[src/rtl/vram_init_seq_pkg.sv]
// Shared types and constants for the descriptor-driven VRAM initialiser.
// Count width is fixed here because the descriptor struct is packed.
package vram_init_seq_pkg;

    localparam int unsigned VINIT_CNT_W       = 17;
    localparam int unsigned VINIT_NUM_REGIONS = 8;
    localparam int unsigned VINIT_PAL_DEPTH   = 8;
    localparam int unsigned VINIT_START_DELAY = 100;

    localparam logic [31:0] VRAM_SPR_BASE = 32'h0600_0000;
    localparam logic [31:0] VRAM_BG_BASE  = 32'h0610_0000;
    localparam logic [31:0] VRAM_MAP_BASE = 32'h0620_0000;
    localparam logic [31:0] VRAM_PAL_BASE = 32'h0630_0000;

    typedef enum logic [2:0] {
        ModeConst = 3'd0,
        ModeInc   = 3'd1,
        ModeDiv   = 3'd2,
        ModeWrap  = 3'd3,
        ModeLut   = 3'd4
    } vinit_mode_e;

    // Mode is kept raw so that the undefined encodings 5-7 can be stored and decoded as CONST.
    typedef struct packed {
        logic [31:0]            base;
        logic [VINIT_CNT_W-1:0] count;
        logic [2:0]             mode;
        logic [31:0]            arg;
    } vinit_desc_t;

    typedef enum logic [2:0] {
        StIdle,
        StDelay,
        StLoad,
        StRun,
        StNext,
        StDone
    } vinit_state_e;

    // A wrap period of zero behaves like one, pinning j at zero.
    function automatic logic [31:0] vinit_wrap_len(input logic [31:0] arg);
        return (arg == 32'd0) ? 32'd1 : arg;
    endfunction

endpackage

[src/rtl/vram_init_seq_datagen.sv]
// Combinational write-data generator for one descriptor beat.
module vram_init_seq_datagen
    import vram_init_seq_pkg::*;
#(
    parameter int unsigned PAL_DEPTH = VINIT_PAL_DEPTH
) (
    input  logic [2:0]                  mode,
    input  logic [31:0]                 arg,
    input  logic [VINIT_CNT_W-1:0]      i,
    input  logic [VINIT_CNT_W-1:0]      j,
    input  logic [PAL_DEPTH-1:0][31:0]  lut,
    output logic [31:0]                 data
);

    localparam int unsigned LUT_W = (PAL_DEPTH > 1) ? $clog2(PAL_DEPTH) : 1;

    logic [VINIT_CNT_W-1:0] lut_sel;
    logic [31:0]            i_ext;

    always_comb begin
        i_ext   = 32'(i);
        lut_sel = j % VINIT_CNT_W'(PAL_DEPTH);
        data    = arg;
        case (vinit_mode_e'(mode))
            ModeConst: data = arg;
            ModeInc:   data = i_ext;
            ModeDiv:   data = i_ext >> arg[4:0];
            ModeWrap:  data = 32'(j);
            ModeLut:   data = lut[lut_sel[LUT_W-1:0]];
            default:   data = arg;
        endcase
    end

endmodule

[src/rtl/vram_init_seq.sv]
// Descriptor-driven VRAM initialiser: walks region descriptors and streams generated words.
// Optional per-frame scroll write in DONE when VSYNC_SCROLL_EN is defined.
module vram_init_seq
    import vram_init_seq_pkg::*;
#(
    parameter int unsigned NUM_REGIONS = VINIT_NUM_REGIONS,
    parameter int unsigned PAL_DEPTH   = VINIT_PAL_DEPTH,
    parameter int unsigned START_DELAY = VINIT_START_DELAY
) (
    input  logic        clk,
    input  logic        rst_n,
    input  logic        start,
    input  logic        cfg_we,
    input  logic        cfg_sel,
    input  logic [7:0]  cfg_idx,
    input  logic [1:0]  cfg_fld,
    input  logic [31:0] cfg_wdata,
    input  logic        vsync,
`ifdef VSYNC_SCROLL_EN
    input  logic [31:0] scroll_addr,
    input  logic        scroll_en,
`endif
    output logic        busy,
    output logic        done,
    output logic        mem_en,
    output logic        mem_we,
    output logic [31:0] mem_addr,
    output logic [31:0] mem_din,
    input  logic        mem_gnt
);

    localparam int unsigned RIDX_W   = (NUM_REGIONS > 1) ? $clog2(NUM_REGIONS) : 1;
    localparam int unsigned LUT_W    = (PAL_DEPTH > 1) ? $clog2(PAL_DEPTH) : 1;
    localparam int unsigned DLY_W    = (START_DELAY > 1) ? $clog2(START_DELAY) : 1;
    localparam int unsigned DLY_LAST = (START_DELAY > 0) ? START_DELAY - 1 : 0;

    vinit_state_e           state_q, state_d;
    logic [RIDX_W-1:0]      r_q, r_d;
    logic [DLY_W-1:0]       dly_q, dly_d;
    logic [VINIT_CNT_W-1:0] i_q, i_nxt;
    logic [VINIT_CNT_W-1:0] j_q, j_nxt;
    vinit_desc_t            cur_q, cur_d;
    logic                   mem_en_q, mem_en_d;
    logic [31:0]            mem_addr_q, mem_addr_d;
    logic [31:0]            mem_din_q, mem_din_d;

    vinit_desc_t              desc_q [NUM_REGIONS];
    logic [PAL_DEPTH-1:0][31:0] lut_q;

    vinit_desc_t gen_desc;
    logic [31:0] gen_data;
    logic        beat;
    logic        last_beat;
    logic        j_wrap;
    logic        cfg_open;

`ifdef VSYNC_SCROLL_EN
    logic       vsync_q;
    logic [7:0] scroll_x_q, scroll_x_d;
    logic [7:0] scroll_y_q, scroll_y_d;
`else
    logic unused_vsync;
    assign unused_vsync = vsync;
`endif

    assign cfg_open = (state_q == StIdle) || (state_q == StDone);

    // Descriptor and LUT storage; only writable while no run is in flight.
    always_ff @(posedge clk) begin
        if (!rst_n) begin
            for (int k = 0; k < NUM_REGIONS; k++) begin
                desc_q[k] <= '0;
            end
            lut_q <= '0;
        end else if (cfg_we && cfg_open) begin
            if (!cfg_sel) begin
                if (32'(cfg_idx) < NUM_REGIONS) begin
                    case (cfg_fld)
                        2'd0: desc_q[cfg_idx[RIDX_W-1:0]].base  <= cfg_wdata;
                        2'd1: desc_q[cfg_idx[RIDX_W-1:0]].count <= cfg_wdata[VINIT_CNT_W-1:0];
                        2'd2: desc_q[cfg_idx[RIDX_W-1:0]].mode  <= cfg_wdata[2:0];
                        default: desc_q[cfg_idx[RIDX_W-1:0]].arg <= cfg_wdata;
                    endcase
                end
            end else if (32'(cfg_idx) < PAL_DEPTH) begin
                lut_q[cfg_idx[LUT_W-1:0]] <= cfg_wdata;
            end
        end
    end

    // Beat indices for the word being prepared; kept apart from the FSM to avoid a false loop.
    always_comb begin
        gen_desc  = (state_q == StLoad) ? desc_q[r_q] : cur_q;
        beat      = mem_en_q && mem_gnt;
        last_beat = (i_q == cur_q.count - VINIT_CNT_W'(1));
        j_wrap    = (32'(j_q) + 32'd1) >= vinit_wrap_len(cur_q.arg);
        i_nxt     = i_q;
        j_nxt     = j_q;
        if (state_q == StLoad) begin
            i_nxt = '0;
            j_nxt = '0;
        end else if ((state_q == StRun) && beat) begin
            i_nxt = i_q + VINIT_CNT_W'(1);
            j_nxt = j_wrap ? '0 : j_q + VINIT_CNT_W'(1);
        end
    end

    vram_init_seq_datagen #(
        .PAL_DEPTH (PAL_DEPTH)
    ) u_datagen (
        .mode (gen_desc.mode),
        .arg  (gen_desc.arg),
        .i    (i_nxt),
        .j    (j_nxt),
        .lut  (lut_q),
        .data (gen_data)
    );

    always_comb begin
        state_d    = state_q;
        r_d        = r_q;
        dly_d      = dly_q;
        cur_d      = cur_q;
        mem_en_d   = mem_en_q;
        mem_addr_d = mem_addr_q;
        mem_din_d  = mem_din_q;
`ifdef VSYNC_SCROLL_EN
        scroll_x_d = scroll_x_q;
        scroll_y_d = scroll_y_q;
`endif
        case (state_q)
            StIdle: begin
                if (start) begin
                    state_d = StDelay;
                    dly_d   = '0;
                    r_d     = '0;
                end
            end
            StDelay: begin
                if (32'(dly_q) >= DLY_LAST) begin
                    state_d = StLoad;
                end else begin
                    dly_d = dly_q + DLY_W'(1);
                end
            end
            StLoad: begin
                cur_d = desc_q[r_q];
                if (desc_q[r_q].count == '0) begin
                    state_d = StNext;
                end else begin
                    state_d    = StRun;
                    mem_en_d   = 1'b1;
                    mem_addr_d = desc_q[r_q].base;
                    mem_din_d  = gen_data;
                end
            end
            StRun: begin
                if (beat) begin
                    if (last_beat) begin
                        mem_en_d = 1'b0;
                        state_d  = StNext;
                    end else begin
                        mem_addr_d = cur_q.base + 32'(i_nxt);
                        mem_din_d  = gen_data;
                    end
                end
            end
            StNext: begin
                if (32'(r_q) >= NUM_REGIONS - 1) begin
                    state_d = StDone;
                end else begin
                    r_d     = r_q + RIDX_W'(1);
                    state_d = StLoad;
                end
            end
            StDone: begin
`ifdef VSYNC_SCROLL_EN
                // A pending scroll beat must finish first, so start waits behind it.
                if (mem_en_q) begin
                    if (mem_gnt) begin
                        mem_en_d   = 1'b0;
                        scroll_x_d = scroll_x_q + 8'd1;
                        scroll_y_d = scroll_y_q + 8'd1;
                    end
                end else if (start) begin
                    state_d = StDelay;
                    dly_d   = '0;
                    r_d     = '0;
                end else if (scroll_en && vsync && !vsync_q) begin
                    mem_en_d   = 1'b1;
                    mem_addr_d = scroll_addr;
                    mem_din_d  = {1'b1, 15'b0, scroll_x_q, scroll_y_q};
                end
`else
                if (start) begin
                    state_d = StDelay;
                    dly_d   = '0;
                    r_d     = '0;
                end
`endif
            end
            default: state_d = StIdle;
        endcase
    end

    always_ff @(posedge clk) begin
        if (!rst_n) begin
            state_q    <= StIdle;
            r_q        <= '0;
            dly_q      <= '0;
            i_q        <= '0;
            j_q        <= '0;
            cur_q      <= '0;
            mem_en_q   <= 1'b0;
            mem_addr_q <= '0;
            mem_din_q  <= '0;
        end else begin
            state_q    <= state_d;
            r_q        <= r_d;
            dly_q      <= dly_d;
            i_q        <= i_nxt;
            j_q        <= j_nxt;
            cur_q      <= cur_d;
            mem_en_q   <= mem_en_d;
            mem_addr_q <= mem_addr_d;
            mem_din_q  <= mem_din_d;
        end
    end

`ifdef VSYNC_SCROLL_EN
    always_ff @(posedge clk) begin
        if (!rst_n) begin
            vsync_q    <= 1'b0;
            scroll_x_q <= '0;
            scroll_y_q <= '0;
        end else begin
            vsync_q    <= vsync;
            scroll_x_q <= scroll_x_d;
            scroll_y_q <= scroll_y_d;
        end
    end
`endif

    assign busy     = (state_q == StDelay) || (state_q == StLoad) ||
                      (state_q == StRun)   || (state_q == StNext);
    assign done     = (state_q == StDone);
    assign mem_en   = mem_en_q;
    assign mem_we   = mem_en_q;
    assign mem_addr = mem_addr_q;
    assign mem_din  = mem_din_q;

endmodule
[config.mk]
export PLATFORM = sky130hd
export DESIGN_NAME = vram_init_seq
export DESIGN_NICKNAME = d
export VERILOG_FILES = /design/src/rtl/vram_init_seq_pkg.sv /design/src/rtl/vram_init_seq_datagen.sv /design/src/rtl/vram_init_seq.sv
export SDC_FILE = /design/constraint.sdc
export NUM_CORES = 2
export LEC_CHECK = 0
export CORE_UTILIZATION = 40
export CTS_BUF_LIST = sky130_fd_sc_hd__clkbuf_16
export CTS_CLUSTER_DIAMETER = 120
export DETAILED_ROUTE_END_ITERATION = 12
export MAX_ROUTING_LAYER = met4
export SETUP_SLACK_MARGIN = 0.1
export SYNTH_ARGS = -nofsm -noshare
export SYNTH_HDL_FRONTEND = slang
export SYNTH_HIERARCHICAL = 1
export SYNTH_SLANG_ARGS = --single-unit
[constraint.sdc]
create_clock -name clk -period 14.9 [get_ports clk]
set_input_delay 2.98 -clock clk [delete_from_list [all_inputs] [get_ports clk]]
set_output_delay 2.98 -clock clk [all_outputs]
set_load 0.02 [all_outputs]
---- After elaboration in Yosys (flattened, before gate mapping) ----
Memories as Yosys holds them, arrays and structs flattened. A register that Yosys moved wholly into a read port is not among the register bits.
Cells that the tools add are included.
storage, ports and cells
  register bits ........................... 452
  latch bits .............................. 0
  bits in writable memories ............... 672
  memory bits (read-only) ................. 0
  bits of input ports ..................... 49
  output and inout bits ................... 68
  memories kept ........................... 1
memory list
  memory  words  width  rd ports  clocked after memory_dff  write ports  RTL line             text
  desc_q  8      84     1         1                         8            vram_init_seq.sv:47  vinit_desc_t desc_q [NUM_REGIONS];
cells by class
  add/subtract/negate cells ............... 7
  multiply operators ...................... 0
  div/mod/pow operators ................... 0
  $lt $le $gt $ge ......................... 7
  equal/unequal tests ..................... 20
  shift-type cells ........................ 1
  multiplexer cells ....................... 68
  bitwise logic cells ..................... 0
  reductions and logical operators ........ 24
operators by type and width
  operator                                                               count
  32-bit two-way mux                                                     9
  256-bit bitwise mux                                                    1
  32-bit case mux with 2 select lines                                    2
  32-bit case mux with 4 select lines                                    1
  32-bit binary-select mux with 3-bit select                             1
  32-bit demux with 3-bit select                                         1
  17-bit two-way mux                                                     5
  84-bit two-way mux                                                     1
  84-bit OR reduction                                                    1
  35-bit two-way mux                                                     1
  17-bit by 1-bit adder with 17-bit output (second input constant)       2
  3-bit two-way mux                                                      11
  32-bit by 17-bit adder with 32-bit output                              1
  18-bit by 32-bit greater-or-equal comparator with 1-bit output         1
  32-bit logical NOT                                                     1
  17-bit by 5-bit >> shifter with 32-bit output                          1
  1-bit two-way mux                                                      28
  17-bit by 1-bit adder with 18-bit output (second input constant)       1
  17-bit == test                                                         1
  17-bit logical NOT                                                     1
  17-bit by 1-bit subtractor with 17-bit output (second input constant)  1
  3-bit case mux with 5 select lines                                     1
  7-bit two-way mux                                                      2
  2-bit inequality test (second input constant)                          7
  other kinds (26)                                                       45

---- Depth between registers and ports, before layout ----
  depth after elaboration ................. 12
  depth in mapped cells ................... 26
  depth with buffers taken out ............ 22

---- Cells and area by module ----
The synthesis kept the hierarchy.
modules (own cells, without submodules)
  module                 times used  cells each  area each (um2)
  vram_init_seq          1           4284        49268.5
  vram_init_seq_datagen  1           359         3284.4

---- Worst setup path after synthesis ----
Ideal clock, no wire load.
  path kind ............................... input to register
  start ................................... input cfg_idx[6]
  end ..................................... memory desc_q[0][52] (netlist name) (enable)
  data arrival time ....................... 6.580 ns
  data required time ...................... 14.434 ns
  setup slack ............................. 7.855 ns
  cell stages on the path ................. 7
  buffers on the path ..................... 1
  cells stage by stage .................... nor4_1 -> and4b_1 -> nor3b_1 -> nor2b_1 -> nand2b_1 -> clkbuf_1 -> o21ai_0
RTL lines
  item         RTL line             text
  from (decl)  vram_init_seq.sv:15  input logic [7:0] cfg_idx,
  to (decl)    vram_init_seq.sv:47

---- Worst setup path in the final report ----
  start ................................... input mem_gnt
  end ..................................... register mem_addr_q[21], in the netlist mem_addr[21]
on the way
  word-level cells in the longest chain between the ends .. 8
RTL lines
  item                                       RTL line              text
  from (decl)                                vram_init_seq.sv:29   input logic mem_gnt
  1-bit logical AND                          vram_init_seq.sv:94   beat = mem_en_q && mem_gnt;
  1-bit logical AND                          vram_init_seq.sv:102  end else if ((state_q == StRun) && beat) begin
  17-bit two-way mux                         vram_init_seq.sv:102
  17-bit two-way mux                         vram_init_seq.sv:99   if (state_q == StLoad) begin
  net i_nxt[13]                              vram_init_seq.sv:40   logic [VINIT_CNT_W-1:0] i_q, i_nxt;
  32-bit by 17-bit adder with 32-bit output  vram_init_seq.sv:163  mem_addr_d = cur_q.base + 32'(i_nxt);
  32-bit two-way mux                         vram_init_seq.sv:159  if (last_beat) begin
  32-bit two-way mux                         vram_init_seq.sv:158  if (beat) begin
  32-bit case mux with 2 select lines        vram_init_seq.sv:131  case (state_q)
  to (signal assigned)                       vram_init_seq.sv:225  mem_addr_q <= mem_addr_d;
  to (decl)                                  vram_init_seq.sv:44   logic [31:0] mem_addr_q, mem_addr_d;
The timed path passes the listed nets, and every way through them passes these cells. The select of a mux whose other input is x is not followed.
A chain may end at the register's enable or synchronous reset.

==> impl_metrics.csv <==
group,metric,value,unit
sta,slew_viol_final,0,
sta,fmax,133,MHz
drt,vias,35100,
cells_and_area,syn2layout_area_growth,12.0,%
sta,setup_tns,0,ps
setup_path,timing.rr.start,"cur_q[27]",
clocking,clock_path_buffers,3,
run_status,outcome,"completed",
sta,rsz0062_at_grt,"no",
clocking,clk_pin_slew,60,ps
drt,via_per_inst,5.47,
sta,final_hold_viol_count,0,
sta,period_needed,7490,ps
sta,setup_viol,0,
logic_synthesis,ys_ff_latch,1127,
logic_synthesis,synth_edf_count,672,
cells_and_area,drive_above_1_share,12.4,%
logic_synthesis,ys_warn_count,6,
sta,whs,453,ps
sta,worst_pin_slew,1180,ps
setup_path,cp_max_fo,15,
clocking,cts_inserted_buffers,111,
logic_synthesis,yosysSeqAreaShare,55.7,%
hold_path,hold_class,"flop to flop",
cells_and_area,final_util,45.3,%
grt,grt_use_total,23.1,%
cells_and_area,nNetsFinal,4661,
placed_design,dp.cells,6199,
clocking,insertion_delay,720,ps
setup_path,worst_ep_required_time,15530,ps
logic_synthesis,syn_area_per_cell,11.3,um^2
drt,postRouteWirelength,150,mm
sta,skew,31.4,ps
floorplan,io_pins,117,
sta,timing.final.crit_share,50.3,%
logic_synthesis,async_flop_share,0,%
clocking,cts_setup_buffers,0,
clocking,cts_htree_levels,3,
clocking,cts_tree,"yes",
power,leakage,20.4,nW
logic_synthesis,netlist_area,0.0526,mm^2
grt,grt_antenna_before_repair,12,
hold_path,hold_start,"lut_q[209]",
power,ir_drop,0.0895,mV
clocking,cts_resized,0,
setup_path,crit_path_start_kind,"primary input",
clocking,cts-hold-fix-buffers,0,
setup_path,worstSetupPathType,"primary input to flop",
job,maxCapViolCount,0,
floorplan,dieArea,0.133,mm^2
setup_path,worstSetupStartpoint,"mem_gnt",
drt,wire_per_inst,23.4,um
floorplan,die_w,364,um
clocking,clkSinkCount,1127,
placed_design,dp_hpwl,91.6,mm
setup_path,cp-end-kind,"flop",
placed_design,gp_congestion,0.923,
grt,grt_max_degree,204,
floorplan,dieHeight,364,um
floorplan,num_rows,132,
drt,drc,0,
clocking,cts-root-buf,"clkbuf_16",
setup_path,worstPathArrival,8120,ps
logic_synthesis,synth_cell_type_count,73,
grt,grt_pass1_wl,222,mm
drt,initialDrtViolationCount,3450,
placed_design,portBuffers,115,
grt,grt_pass1_vias,33800,
logic_synthesis,synth_nets,4734,
floorplan,core_area,0.130,mm^2
logic_synthesis,synthCells,4643,
drt,firstDrtPassIters,5,
logic_synthesis,ys.flop_type,"edfxtp_1",
floorplan,initial_core_util,40.4,%
cells_and_area,final_cells,6419,
grt,overflow,0,
drt,final_antenna_net_count,0,
power,power_density,126,mW/mm^2
sta,slew_headroom,21.0,%
[routing by layer]
layer,global-route usage (%),part of all wire (%)
met5,-,0
met2,35.9,46
met4,6.50,2.7
met3,4.52,7.8
met1,30.7,43
[registers in the layout, indices dropped and copies added (netlist names), 7 cells and up, named ones only]
name	count
j_q	17
mem_din	32
desc_q	672
i_q	17
mem_addr	32
lut_q	256
dly_q	7
cur_q	84
[metrics by stage]
step / total power, mW / worst slack, ps / area (um^2)
floorplan: 4.37 / 7850 / 52600
global placement: 4.75 / 6840 / 55400
detailed placement: 4.76 / 6880 / 55400
CTS: 7.47 / 7610 / 58900
global route: 7.71 / 7170 / 58900
finish: 7.43 / 7410 / 58900
[placed cells by master, fill, tap and decap left out, drive strengths merged, types with 16 or more instances in the layout]
cell	instances
nand2	703
and2	700
edfxtp	672
dfxtp	455
a21oi	339
nor2	278
mux4	233
mux2i	163
o21ai	117
clkbuf	113
clkdlybuf4s50	113
buf	99
inv	63
a211oi	60
clkinv	57
xnor2	49
nand3	46
ha	41
nor3	40
xor2	36
nand4	29
o22ai	28
nand2b	20
a21o	16
[logic make-up after synthesis]
group | after synthesis | share of synthesized area (%)
buffers and inverters | 431 | 3.38
muxes | 407 | 13.3
and+or+nand+nor | 1899 | 17.9
DFF | 1127 | 55.7
adders and majority gates | 42 | 1.01
xor gates and xnor gates | 85 | 1.42
AOI/OAI and AO/OA | 652 | 7.26
[worst paths after layout]
kind	to	slack (ps)	depth (start not counted)
setup / recovery	mem_addr[21]	7410	20
hold / removal	lut_q[209]	450	2
setup reg to reg	mem_din[30]	8020	20
hold reg to reg	lut_q[209]	450	2
[power breakdown]
group | internal [mW] | switching (mW)
clock | 1.50 | 1.23
combinational | 0.427 | 0.716
sequential | 3.44 | 0.121
[synth_stat cells (20+ instances only)]
cell	count	area [um^2]
xor2_1	36	315
o22ai_1	28	175
nor3_1	39	195
clkbuf_1	323	1210
and2_1	696	4350
buf_1	28	105
dfxtp_1	455	9110
ha_1	41	513
nand3_1	46	230
mux2i_1	163	1630
o21ai_0	117	586
nand2b_1	20	125
edfxtp_1	672	20200
xnor2_1	49	429
inv_1	31	116
buf_2	25	125
a211oi_1	60	450
mux4_2	233	5250
nor2_1	277	1040
nand4_1	29	181
nand2_1	703	2640
a21oi_1	339	1700
[worst max-delay path, cell delays in order]
cell and delay, ps:
clkdlybuf4s50_1 490, nand2_1 70, nor2_1 100, buf_4 230, nand4_1 230, or3_1 460, nor2_1 170, nand2_1 80
xor2_1 160, nor2_1 530, ha_1 400, a21o_1 190, a211oi_1 390, o21ai_0 160, a221o_1 590, nand4_1 240
xnor2_1 140, nor2_1 50, a211o_1 290, a21oi_1 130
[final cells by class]
type	instances	area [um^2]
Clock buffer	113	2830
Tap cell	1742	2180
Sequential cell	1127	29300
Timing Repair Buffer	212	1910
Multi-Input combinational cell	3085	21800
Fill cell	11900	71100
Clock inverter	97	663
Inverter	33	131
Antenna cell	10	25.0
No activity file was read; power rests on OpenSTA's default activity.
